## config.mk

```make
export PLATFORM = sky130hd
export DESIGN_NAME = mips_control_alu
export DESIGN_NICKNAME = d
export VERILOG_FILES = /design/src/rtl/mips_pkg.sv /design/src/rtl/mips_alu_core.sv /design/src/rtl/mips_control_alu.sv
export SDC_FILE = /design/constraint.sdc
export NUM_CORES = 1
export LEC_CHECK = 0
export BUFFER_PORTS_ARGS = -buffer_cell sky130_fd_sc_hd__buf_4
export CORE_MARGIN = 2
export CORE_UTILIZATION = 58
export DETAILED_ROUTE_END_ITERATION = 10
export PLACE_DENSITY = 0.79
export REMOVE_ABC_BUFFERS = 1
export SETUP_SLACK_MARGIN = 0.05
export SYNTH_ARGS = -nofsm -noshare
export SYNTH_HDL_FRONTEND = slang
export SYNTH_SLANG_ARGS = --single-unit
```

## constraint.sdc

```tcl
create_clock -name clk -period 3 [get_ports clk]
set_input_delay 0.6 -clock clk [delete_from_list [all_inputs] [get_ports clk]]
set_output_delay 0.6 -clock clk [all_outputs]
set_load 0.03 [all_outputs]
```

## src/rtl/mips_pkg.sv

```systemverilog
// Shared encodings for the MIPS execute-stage control and ALU.
package mips_pkg;

  localparam int unsigned OP_W     = 6;
  localparam int unsigned FUNCT_W  = 6;
  localparam int unsigned SHAMT_W  = 5;
  localparam int unsigned ALUOP_W  = 2;
  localparam int unsigned ALUCTL_W = 4;

  localparam logic [OP_W-1:0] OP_RTYPE = 6'h00;
  localparam logic [OP_W-1:0] OP_LW    = 6'h23;
  localparam logic [OP_W-1:0] OP_SW    = 6'h2B;
  localparam logic [OP_W-1:0] OP_BEQ   = 6'h04;
  localparam logic [OP_W-1:0] OP_ADDI  = 6'h08;

  localparam logic [FUNCT_W-1:0] FN_ADD = 6'h20;
  localparam logic [FUNCT_W-1:0] FN_SUB = 6'h22;
  localparam logic [FUNCT_W-1:0] FN_AND = 6'h24;
  localparam logic [FUNCT_W-1:0] FN_OR  = 6'h25;
  localparam logic [FUNCT_W-1:0] FN_NOR = 6'h27;
  localparam logic [FUNCT_W-1:0] FN_SLT = 6'h2A;
  localparam logic [FUNCT_W-1:0] FN_SLL = 6'h00;
  localparam logic [FUNCT_W-1:0] FN_SRL = 6'h02;

  localparam logic [ALUCTL_W-1:0] ALU_AND = 4'b0000;
  localparam logic [ALUCTL_W-1:0] ALU_OR  = 4'b0001;
  localparam logic [ALUCTL_W-1:0] ALU_ADD = 4'b0010;
  localparam logic [ALUCTL_W-1:0] ALU_SLL = 4'b0011;
  localparam logic [ALUCTL_W-1:0] ALU_SRL = 4'b0100;
  localparam logic [ALUCTL_W-1:0] ALU_SUB = 4'b0110;
  localparam logic [ALUCTL_W-1:0] ALU_SLT = 4'b0111;
  localparam logic [ALUCTL_W-1:0] ALU_NOR = 4'b1100;

  localparam logic [ALUOP_W-1:0] ALUOP_MEM    = 2'b00;
  localparam logic [ALUOP_W-1:0] ALUOP_BRANCH = 2'b01;
  localparam logic [ALUOP_W-1:0] ALUOP_RTYPE  = 2'b10;
  localparam logic [ALUOP_W-1:0] ALUOP_IMM    = 2'b11;

  typedef struct packed {
    logic               reg_dst;
    logic               alu_src;
    logic               mem_to_reg;
    logic               reg_write;
    logic               mem_read;
    logic               mem_write;
    logic               branch;
    logic [ALUOP_W-1:0] alu_op;
  } ctrl_t;

endpackage

```

## src/rtl/mips_alu_core.sv

```systemverilog
// Purely combinational 32-bit ALU with zero detect.
module mips_alu_core
  import mips_pkg::*;
#(
  parameter int unsigned WIDTH = 32
) (
  input  logic [WIDTH-1:0]    a,
  input  logic [WIDTH-1:0]    b,
  input  logic [SHAMT_W-1:0]  shamt,
  input  logic [ALUCTL_W-1:0] alu_ctrl,
  output logic [WIDTH-1:0]    result,
  output logic                zero
);

  always_comb begin
    result = '0;
    unique case (alu_ctrl)
      ALU_AND: result = a & b;
      ALU_OR:  result = a | b;
      ALU_NOR: result = ~(a | b);
      ALU_ADD: result = a + b;
      ALU_SUB: result = a - b;
      ALU_SLT: result = WIDTH'($signed(a) < $signed(b));
      ALU_SLL: result = b << shamt;
      ALU_SRL: result = b >> shamt;
      default: result = '0;
    endcase
  end

  assign zero = (result == '0);

endmodule

```

## src/rtl/mips_control_alu.sv

```systemverilog
// Execute-stage main decode, ALU control decode and registered ALU result.
module mips_control_alu
  import mips_pkg::*;
#(
  parameter int unsigned WIDTH = 32
) (
  input  logic                clk,
  input  logic                rst_n,
  input  logic [OP_W-1:0]     opcode,
  input  logic [FUNCT_W-1:0]  funct,
  input  logic [SHAMT_W-1:0]  shamt,
  input  logic [ALUOP_W-1:0]  alu_op,
  input  logic                en,
  input  logic [WIDTH-1:0]    a,
  input  logic [WIDTH-1:0]    b,
  output logic                reg_dst,
  output logic                branch,
  output logic                mem_read,
  output logic                mem_to_reg,
  output logic                mem_write,
  output logic                alu_src,
  output logic                reg_write,
  output logic [ALUOP_W-1:0]  alu_op_out,
  output logic [ALUCTL_W-1:0] alu_ctrl,
  output logic [WIDTH-1:0]    result,
  output logic                zero
);

  ctrl_t            ctrl;
  logic [WIDTH-1:0] aluResult;
  logic             aluZero;

  // Main decode; unknown opcodes fall through to an all-zero NOP.
  always_comb begin
    ctrl = '0;
    unique case (opcode)
      OP_RTYPE: ctrl = '{reg_dst: 1'b1, reg_write: 1'b1, alu_op: ALUOP_RTYPE, default: '0};
      OP_LW:    ctrl = '{alu_src: 1'b1, mem_to_reg: 1'b1, reg_write: 1'b1, mem_read: 1'b1,
                         alu_op: ALUOP_MEM, default: '0};
      OP_SW:    ctrl = '{alu_src: 1'b1, mem_write: 1'b1, alu_op: ALUOP_MEM, default: '0};
      OP_BEQ:   ctrl = '{branch: 1'b1, alu_op: ALUOP_BRANCH, default: '0};
      OP_ADDI:  ctrl = '{alu_src: 1'b1, reg_write: 1'b1, alu_op: ALUOP_MEM, default: '0};
      default:  ctrl = '0;
    endcase
  end

  assign reg_dst    = ctrl.reg_dst;
  assign alu_src    = ctrl.alu_src;
  assign mem_to_reg = ctrl.mem_to_reg;
  assign reg_write  = ctrl.reg_write;
  assign mem_read   = ctrl.mem_read;
  assign mem_write  = ctrl.mem_write;
  assign branch     = ctrl.branch;
  assign alu_op_out = ctrl.alu_op;

  // ALU control; unrecognised funct codes default to ADD.
  always_comb begin
    alu_ctrl = ALU_ADD;
    unique case (alu_op)
      ALUOP_MEM:    alu_ctrl = ALU_ADD;
      ALUOP_BRANCH: alu_ctrl = ALU_SUB;
      ALUOP_IMM:    alu_ctrl = ALU_ADD;
      ALUOP_RTYPE: begin
        unique case (funct)
          FN_ADD:  alu_ctrl = ALU_ADD;
          FN_SUB:  alu_ctrl = ALU_SUB;
          FN_AND:  alu_ctrl = ALU_AND;
          FN_OR:   alu_ctrl = ALU_OR;
          FN_NOR:  alu_ctrl = ALU_NOR;
          FN_SLT:  alu_ctrl = ALU_SLT;
          FN_SLL:  alu_ctrl = ALU_SLL;
          FN_SRL:  alu_ctrl = ALU_SRL;
          default: alu_ctrl = ALU_ADD;
        endcase
      end
      default:      alu_ctrl = ALU_ADD;
    endcase
  end

  mips_alu_core #(
    .WIDTH(WIDTH)
  ) u_alu (
    .a       (a),
    .b       (b),
    .shamt   (shamt),
    .alu_ctrl(alu_ctrl),
    .result  (aluResult),
    .zero    (aluZero)
  );

  // Reset value mirrors a zero result so zero stays consistent with result.
  always_ff @(posedge clk or negedge rst_n) begin
    if (!rst_n) begin
      result <= '0;
      zero   <= 1'b1;
    end else if (en) begin
      result <= aluResult;
      zero   <= aluZero;
    end
  end

endmodule

```

==> results of run 1 <==
==> cells by family after synthesis <==
logic type      count (synthesis)  share of synthesized area, %
compound gates                520                         32.24
buf+inv                       240                         8.843
xor+xnor                        3                        0.2330
flops                          33                         7.334
mux                           131                         17.75
fa+ha+maj                     105                         11.78
simple gates                  516                         21.81
==> per-layer routing <==
layer / GRT overflow / global-route usage, %
met1: 784 / 106.4
met2: 911 / 112.5
met3: 378 / 100.7
met4: 337 / 85.81
met5: 75 / 101.5
==> metrics by stage <==
stage | cell area, um^2 | hold WS [ps] | TNS [ps] | cells
2_1_floorplan | 10700 | 304.4 | -13670 | 1420
3_3_place_gp | 16620 | 465.2 | -16750 | 2425
3_5_place_dp | 16620 | 480.7 | -20530 | 2425
4_1_cts | 18130 | 258.7 | -2492 | 2465
==> repair_timing <==
item | CTS
gates resized for setup | 247
setup endpoints to repair | 32
setup buffers | 35
hold buffers | 0
pin swaps | 73
==> summary.md, run 1 <==
| Metric | Value |
|---|---|
| Synth async-reset ratio | 100.0% |
| DP Wirelength | around 50 mm |
| Top FF cell, synth | dfrtp_1 |
| Synth area leaders | ha_1 11%, mux4_2 11%, dfrtp_1 7.1% |
| Synth unique cells | 88 |
| Count leader, synth | nor2_1 |
| Synth Area per Inst | 7.285 um^2 |
| CTS sink cnt | 33 |
| Register area share after synthesis | between 7 and 8% |
| Cell Rows | 51 |
| H-Tree Depth | 2 |
| Vias in the first global route | 23,040 |
| Outcome | aborted with a tool error |
| GRT Util Overall | 104.0% |
| Largest area contributor in the netlist | ha_1 |
| Largest net degree at the start of global routing | 57 |
| CTS root buf | clkbuf_16 |
| # IOs | ~130 |
| Initial Util | 58.52% |
| Netlist Area Pre-Place | between 10,000 and 15,000 um^2 |
| Err | [ERROR GRT-0116] Global routing finished with congestion. Check the congestion regions in the DRC Viewer. |
| Chip Width | around 140 um |
| Top cell type's share of synthesized area | a little under an eighth |
| First-pass GRT wire length | 156.7 mm |
| Halt Stage | 5_1_grt |
| Cell count after synthesis | 1,548 |
| Number of buffers created by CTS | 5 |
| Longest Clk Path Bufs | 2 |
| Yosys reg bits | 33 |
| Synth top cells by count | 177 x nor2_1, 127 x a21oi_1, 118 x nand2_1, 111 x inv_1, 103 x ha_1 |
| EDFF count, synth | 0 |
| YS warnings | 0 |
| Port Buffer Count | ~130 |
| Place WS | -1516 ps |
| Total global routing overflow | 2,485 |
| GPL Wtd Cong | 1.280 |
| Die height | 143.4 um |
==> run 2, diff against run 1 <==
Settings changed: CORE_UTILIZATION 58 to 40, PLACE_DENSITY 0.79 to default, PLACE_DENSITY_LB_ADDON from default to 0.15, SETUP_SLACK_MARGIN 0.05 to default.
==> summary.md, run 2 <==
| Metric | Value |
|---|---|
| Outcome | finished with violations |
| Violated checks | setup timing |
| Worst VDD drop | roughly 0.00021 V |
| Fin. max-slew vios | 0 |
| CORE AREA | 27,780 um^2 |
| Initial antenna violation count | 3 |
| Clock transition at the registers of the reported paths | 50 ps |
| Top cell type's share of synthesized area | a little under an eighth |
| Average routed wire per standard cell | around 25 um |
| CTS root buf | clkbuf_16 |
| CP Capture Type | flip-flop |
| Post-Layout Inst Area | ~20,000 um^2 |
| Register area share after synthesis | under 10% |
| Count leader, synth | nor2_1 |
| Total global routing overflow | 0 |
| Endpoints failing hold | 0 |
| Pwr Total | between 5 and 6 mW |
| Synth area leaders | ha_1 11%, mux4_2 11%, dfrtp_1 7.1% |
| CTS tree | built |
| Die area | 29,550 um^2 |
| Hold WS | 253.2 ps |
| Worst Setup Start Kind | primary input |
| Leading cell type in the layout, fill and taps excluded | buf_4 |
| Top FF cell, synth | dfrtp_1 |
| Crit path time final | about 3600 ps |
| First-pass GRT wire length | 96.61 mm |
| YS warnings | 0 |
| Rel. slew slack | between 50 and 60% |
| Max stage delay on crit path | between 400 and 500 ps |
| Sequential Area | 827.0 um^2 |
| DRC violation count after routing | 0 |
| CP max-delay cell | a221o_1 |
| # IOs | around 130 |
| Largest registers | result (32), zero (1) |
| Synth unique cells | 88 |
| Upper clock frequency limit | about 0.28 GHz |
| Initial Util | between 40% and 50% |
| Hold_buf cts | 0 |
| PwrDens | between 200 and 300 nW/um^2 |
| Largest area contributor in the netlist | ha_1 |
| Vias in the first global route | 16,100 |
| Worst reg2reg setup slack | 2250 ps |
| Layout Area Growth over Synthesis | 78.02% |
| Drt pass-1 iters | 5 |
| Number of buffers created by CTS | 5 |
| Vias per std cell | about 6.2 |
| Chip Width | 171.9 um |
| Unrepaired setup endpoints after global routing | true |
| Cell Rows | approximately 60 |
| Cell count after synthesis | between 1,500 and 2,000 |
| Place WS | -1309 ps |
| Port Buffer Count | approximately 130 |
| RR Startpoint | result[16] |
| Synth Area per Inst | about 7.3 um^2 |
| CP Data Required Time | about 3200 ps |
| Crit path DAT | around 3800 ps |
| Maximum Capacitance Violations | 0 |
| Longest Clk Path Bufs | 2 |
| Leakage power | 9.234 nW |
| CP Class | in -> reg |
| Hold Crit Class | in -> async |
| Top cell by count, worst path | buf_4 |
| Post-DRT Antenna Nets | 0 |
| Final WL | around 67 mm |
| Final setup margin | -602.2 ps |
| DP Wirelength | 53.79 mm |
| H-Tree Depth | 2 |
| Top reg by flops | result |
| Die height | 171.9 um |
| Initial DRC Count | around 1,800 |
| GPL Wtd Cong | around 1.1 |
| Most frequent cells in the layout | 776 x buf_4, 168 x nor2_1, 113 x nand2_1 |
| Yosys reg bits | 33 |
| Worst R2R End | result[16] |
| WP buf/inv | 4 |
| Worst Tran Pin Value | 704.0 ps |
| Max reg flops | 32 |
| Layout cell share with drive strength beyond 1 | around 53% |
| DP Area | between 15,000 and 20,000 um^2 |
| Final number of setup-violating endpoints | 15 |
| Clk_lat worst skew | 290 ps |
| Via count | ~17,000 |
| Critical-path maximum fanout | 5 |
| EDFF count, synth | 0 |
| GRT Util Overall | around 44% |
| Cell Chain, Critical Path | bufbuf_16 > buf_4 > mux2i_1 > mux2i_1 > a221o_1 > a32oi_2 > nor3_1 > a2111oi_4 > buf_4 > o311ai_2 > nor4_1 > buf_4 > nand4b_1 > nor4_2 > a22o_1 |
| Netlist Area Pre-Place | approximately 11,000 um^2 |
| CTS sink cnt | 33 |
| Multi-input gate area | 11,000 um^2 |
| Nets | 2,486 |
| Synth async-reset ratio | 100.0% |
| Filler instances | 2,277 |
| Synth top cells by count | 177 x nor2_1, 127 x a21oi_1, 118 x nand2_1, 111 x inv_1, 103 x ha_1 |
| R2R cell count | 1 |
| Cell family with most CP delay | compound AO/OA/AOI/OAI gates |
| Worst clock skew | 0 ps |
| Largest net degree at the start of global routing | 56 |
| Final worst path period share | 120.1% |
==> run 2: cell counts after synthesis <==
No cell type changed its count.
==> run 2: area by class of cell <==
class	instances	area share, %
Antenna cell	2	0.02493
Clock buffer	6	0.6918
Clock inverter	2	0.1870
Inverter	112	2.362
Multi-Input combinational cell	1275	54.77
Sequential cell	33	4.120
Tap cell	378	2.356
Timing Repair Buffer	868	35.49
==> run 2: kinds of logic (layout without fill, tap and decap cells) <==
group / after synthesis / in the layout / synth area share [%]
AND/OR/NAND/NOR: 516 / 516 / 21.81
AO/OA/AOI/OAI: 520 / 520 / 32.24
adder cells (fa/ha/maj): 105 / 105 / 11.78
buffers and inverters: 240 / 988 / 8.843
multiplexers: 131 / 131 / 17.75
XOR/XNOR: 3 / 3 / 0.2330
flip-flops: 33 / 33 / 7.334
other: 0 / 2 / 0
==> run 2: stage by stage <==
stage	utilization (%)	TNS, ps	std cells
after floorplan	-	-13670	1420
after global routing	72.25	-4511	2675
final	72.26	-3264	2676
after detailed placement	62.89	-19840	2613
after global placement	62.89	-18650	2613
after CTS	69.37	-2001	2657
==> run 2: worst max path at each step <==
stage,from,endpoint,depth (start not counted),slack (ps)
after global placement,shamt[0],zero,16,-1310
after CTS,a[0],zero,16,-530
after global routing,b[2],zero,17,-710
after detailed placement,a[0],zero,17,-1310
after floorplan,alu_op[0],zero,13,-1040
final,shamt[0],zero,15,-600
==> run 2: power by group <==
group	switching [mW]	total, mW	internal [mW]
logic	2.33	4.44	2.11
registers	0.0472	0.581	0.534
clock network	0.198	0.612	0.414
==> run 2: routing by layer <==
layer  part of all wire [%]  track usage [%]  vias up
li1                       -                -     7367
met1                     40            57.57     8000
met2                     44            70.28     1088
met3                    9.5            5.127      255
met4                    6.5            21.85        2
met5                  0.019                0        -
==> run 2: repair_timing <==
action,in CTS,in global routing
cloned,4,0
pin swaps,74,64
gates resized for setup,284,150
buffers inserted,40,31
endpoints found under the setup margin,27,26
No activity file was read; power rests on OpenSTA's default activity.
==> run 3, diff against run 2 <==
Settings changed: PLACE_DENSITY_LB_ADDON 0.15 to default, SKIP_LAST_GASP from default to 1.
==> summary.md, run 3 (same netlist as run 2, synthesis figures left out) <==
| Metric | Value |
|---|---|
| CTS sink cnt | 33 |
| Via count | 17,110 |
| Initial antenna violation count | 2 |
| CP max-delay cell | a221o_1 |
| Fin. max-slew vios | 0 |
| Upper clock frequency limit | between 0.2 and 0.3 GHz |
| Reg power frac | about a tenth |
| Pwr Total | between 5 and 6 mW |
| Unrepaired setup endpoints after global routing | true |
| Top Usage Layer GRT | met2 |
| Total global routing overflow | 0 |
| Switch share | about 46% |
| CORE AREA | 27,780 um^2 |
| Initial DRC Count | about 2,400 |
| Int Pwr | 3.025 mW |
| Layout cell share with drive strength beyond 1 | about half |
| Clock transition at the registers of the reported paths | ~60 ps |
| Largest net degree at the start of global routing | 47 |
| Die area | around 30,000 um^2 |
| Rel. slew slack | ~40% |
| Maximum Capacitance Violations | 0 |
| Final number of setup-violating endpoints | 25 |
| M2 GR Usage | 69.57% |
| Average routed wire per standard cell | around 26 um |
| Worst Setup Start Kind | primary input |
| Worst Tran Pin Value | 891.8 ps |
| GPL Wtd Cong | 1.100 |
| Chip Width | approximately 170 um |
| Most frequent cells in the layout | 790 x buf_4, 172 x nor2_1, 116 x nand2_1 |
| Worst clock skew | 0 ps |
| Drt pass-1 iters | 6 |
| Crit path time final | around 3800 ps |
| Vias in the first global route | about 16,000 |
| H-Tree Depth | 2 |
| Top reg by flops | result |
| Port Buffer Count | approximately 130 |
| Net switching power | 2.614 mW |
| GRT Util Overall | 43.97% |
| Cell family with most CP delay | simple AND/OR/NAND/NOR gates |
| PwrDens | about 290 nW/um^2 |
| Final worst path period share | 126.6% |
| GR Util met3 | between 7 and 8% |
| Max stage delay on crit path | around 400 ps |
| Longest Clk Path Bufs | 2 |
| DP Wirelength | 54.41 mm |
| Post-DRT Antenna Nets | 0 |
| Logic pwr share | between 70% and 80% |
| Layout Area Growth over Synthesis | 74.77% |
| Largest registers | result (32), zero (1) |
| Vias per std cell | roughly 6.4 |
| Number of buffers created by CTS | 5 |
| CTS tree | built |
| Final WL | about 70 mm |
| Diode count | 0 |
| Leading cell type in the layout, fill and taps excluded | buf_4 |
| CTS root buf | clkbuf_16 |
| Cell Chain, Critical Path | buf_4 > inv_1 > buf_4 > ha_1 > nor3b_1 > nor3_1 > buf_4 > buf_4 > a211oi_4 > buf_6 > o21ai_2 > a21boi_1 > o31ai_1 > a221o_1 > nor4_2 > nand4b_1 > nor4_2 > a22o_1 |
| # IOs | roughly 130 |
| Met1 Track Usage GR | between 50 and 60% |
| CP Capture Type | flip-flop |
| CP Class | in -> reg |
| DRC violation count after routing | 0 |
| First-pass GRT wire length | 96.54 mm |
| Hold Crit Class | in -> async |
| Worst VDD drop | 0.0002135 V |
| Leakage power | approximately 9.2 nW |
| Nets | approximately 2,500 |
| Hold WS | ~240 ps |
| Critical-path maximum fanout | 4 |
| Initial Util | approximately 41% |
| Violated checks | setup timing |
| Final setup margin | -796.7 ps |
| Outcome | finished with violations |
| WP buf/inv | 6 |
| Max reg flops | 32 |
| Top cell by count, worst path | buf_4 |
| Die height | 171.9 um |
| Clk_lat worst skew | just under 300 ps |
| Clock power frac | between 10% and 20% |
| Crit path DAT | just over 4000 ps |
| Cell Rows | 61 |
| Endpoints failing hold | 0 |
| CP Data Required Time | 3240 ps |
[run 3: power groups by stage]
stage | combinational, mW | clock, mW | sequential (mW)
CTS | 3.90 | 0.649 | 0.585
global placement | 3.69 | 0 | 0.586
global route | 4.58 | 0.663 | 0.597
detailed placement | 3.72 | 0 | 0.591
finish | 4.41 | 0.641 | 0.586
floorplan | 1.39 | 0 | 0.765
[run 3: what timing repair did]
action	CTS	global route
pin swaps	39	112
hold buffers	0	0
gates resized for setup	137	219
cloned	2	0
buffers inserted	17	56
endpoints found under the setup margin	32	31
[run 3: cell type report]
cell class | count | area (um^2)
timing repair buffer | 867 | 7022
clock inverter | 1 | 30.03
sequential | 33 | 827.0
multi-input combinational | 1276 | 10760
tap | 378 | 473.0
inverter | 112 | 450.4
clock buffer | 7 | 142.6
fill | 2269 | 8073
[run 3: worst paths after layout]
kind	from	end	slack, ps	cells past startpoint
max in group asynchronous	rst_n	zero	2380	1
min	rst_n	result[3]	240	1
min in group clk	result[3]	result[3]	480	1
max reg2reg	result[11]	result[11]	2240	1
min reg2reg	result[3]	result[3]	480	1
max	b[2]	zero	-800	18
[run 3: layer usage]
| metal | vias to the layer above | routed length [um] |
|---|---|---|
| met1 | 8068 | 26750 |
| met3 | 331 | 8210 |
| met2 | 1337 | 30040 |
| li1 | 7367 | - |
| met4 | 4 | 4615 |
| met5 | - | 26 |
[run 3: per-stage QoR]
step | TNS, ps | utilization (%) | cells | area, um^2 | setup slack (ps)
after floorplan | -13670 | - | 1420 | 10700 | -1041
after global placement | -18950 | 62.60 | 2602 | 17390 | -1247
after detailed placement | -20700 | 62.60 | 2602 | 17390 | -1409
after CTS | -5620 | 66.15 | 2629 | 18380 | -717.8
after global routing | -6380 | 70.94 | 2674 | 19710 | -868.7
final | -4946 | 70.94 | 2674 | 19710 | -796.7
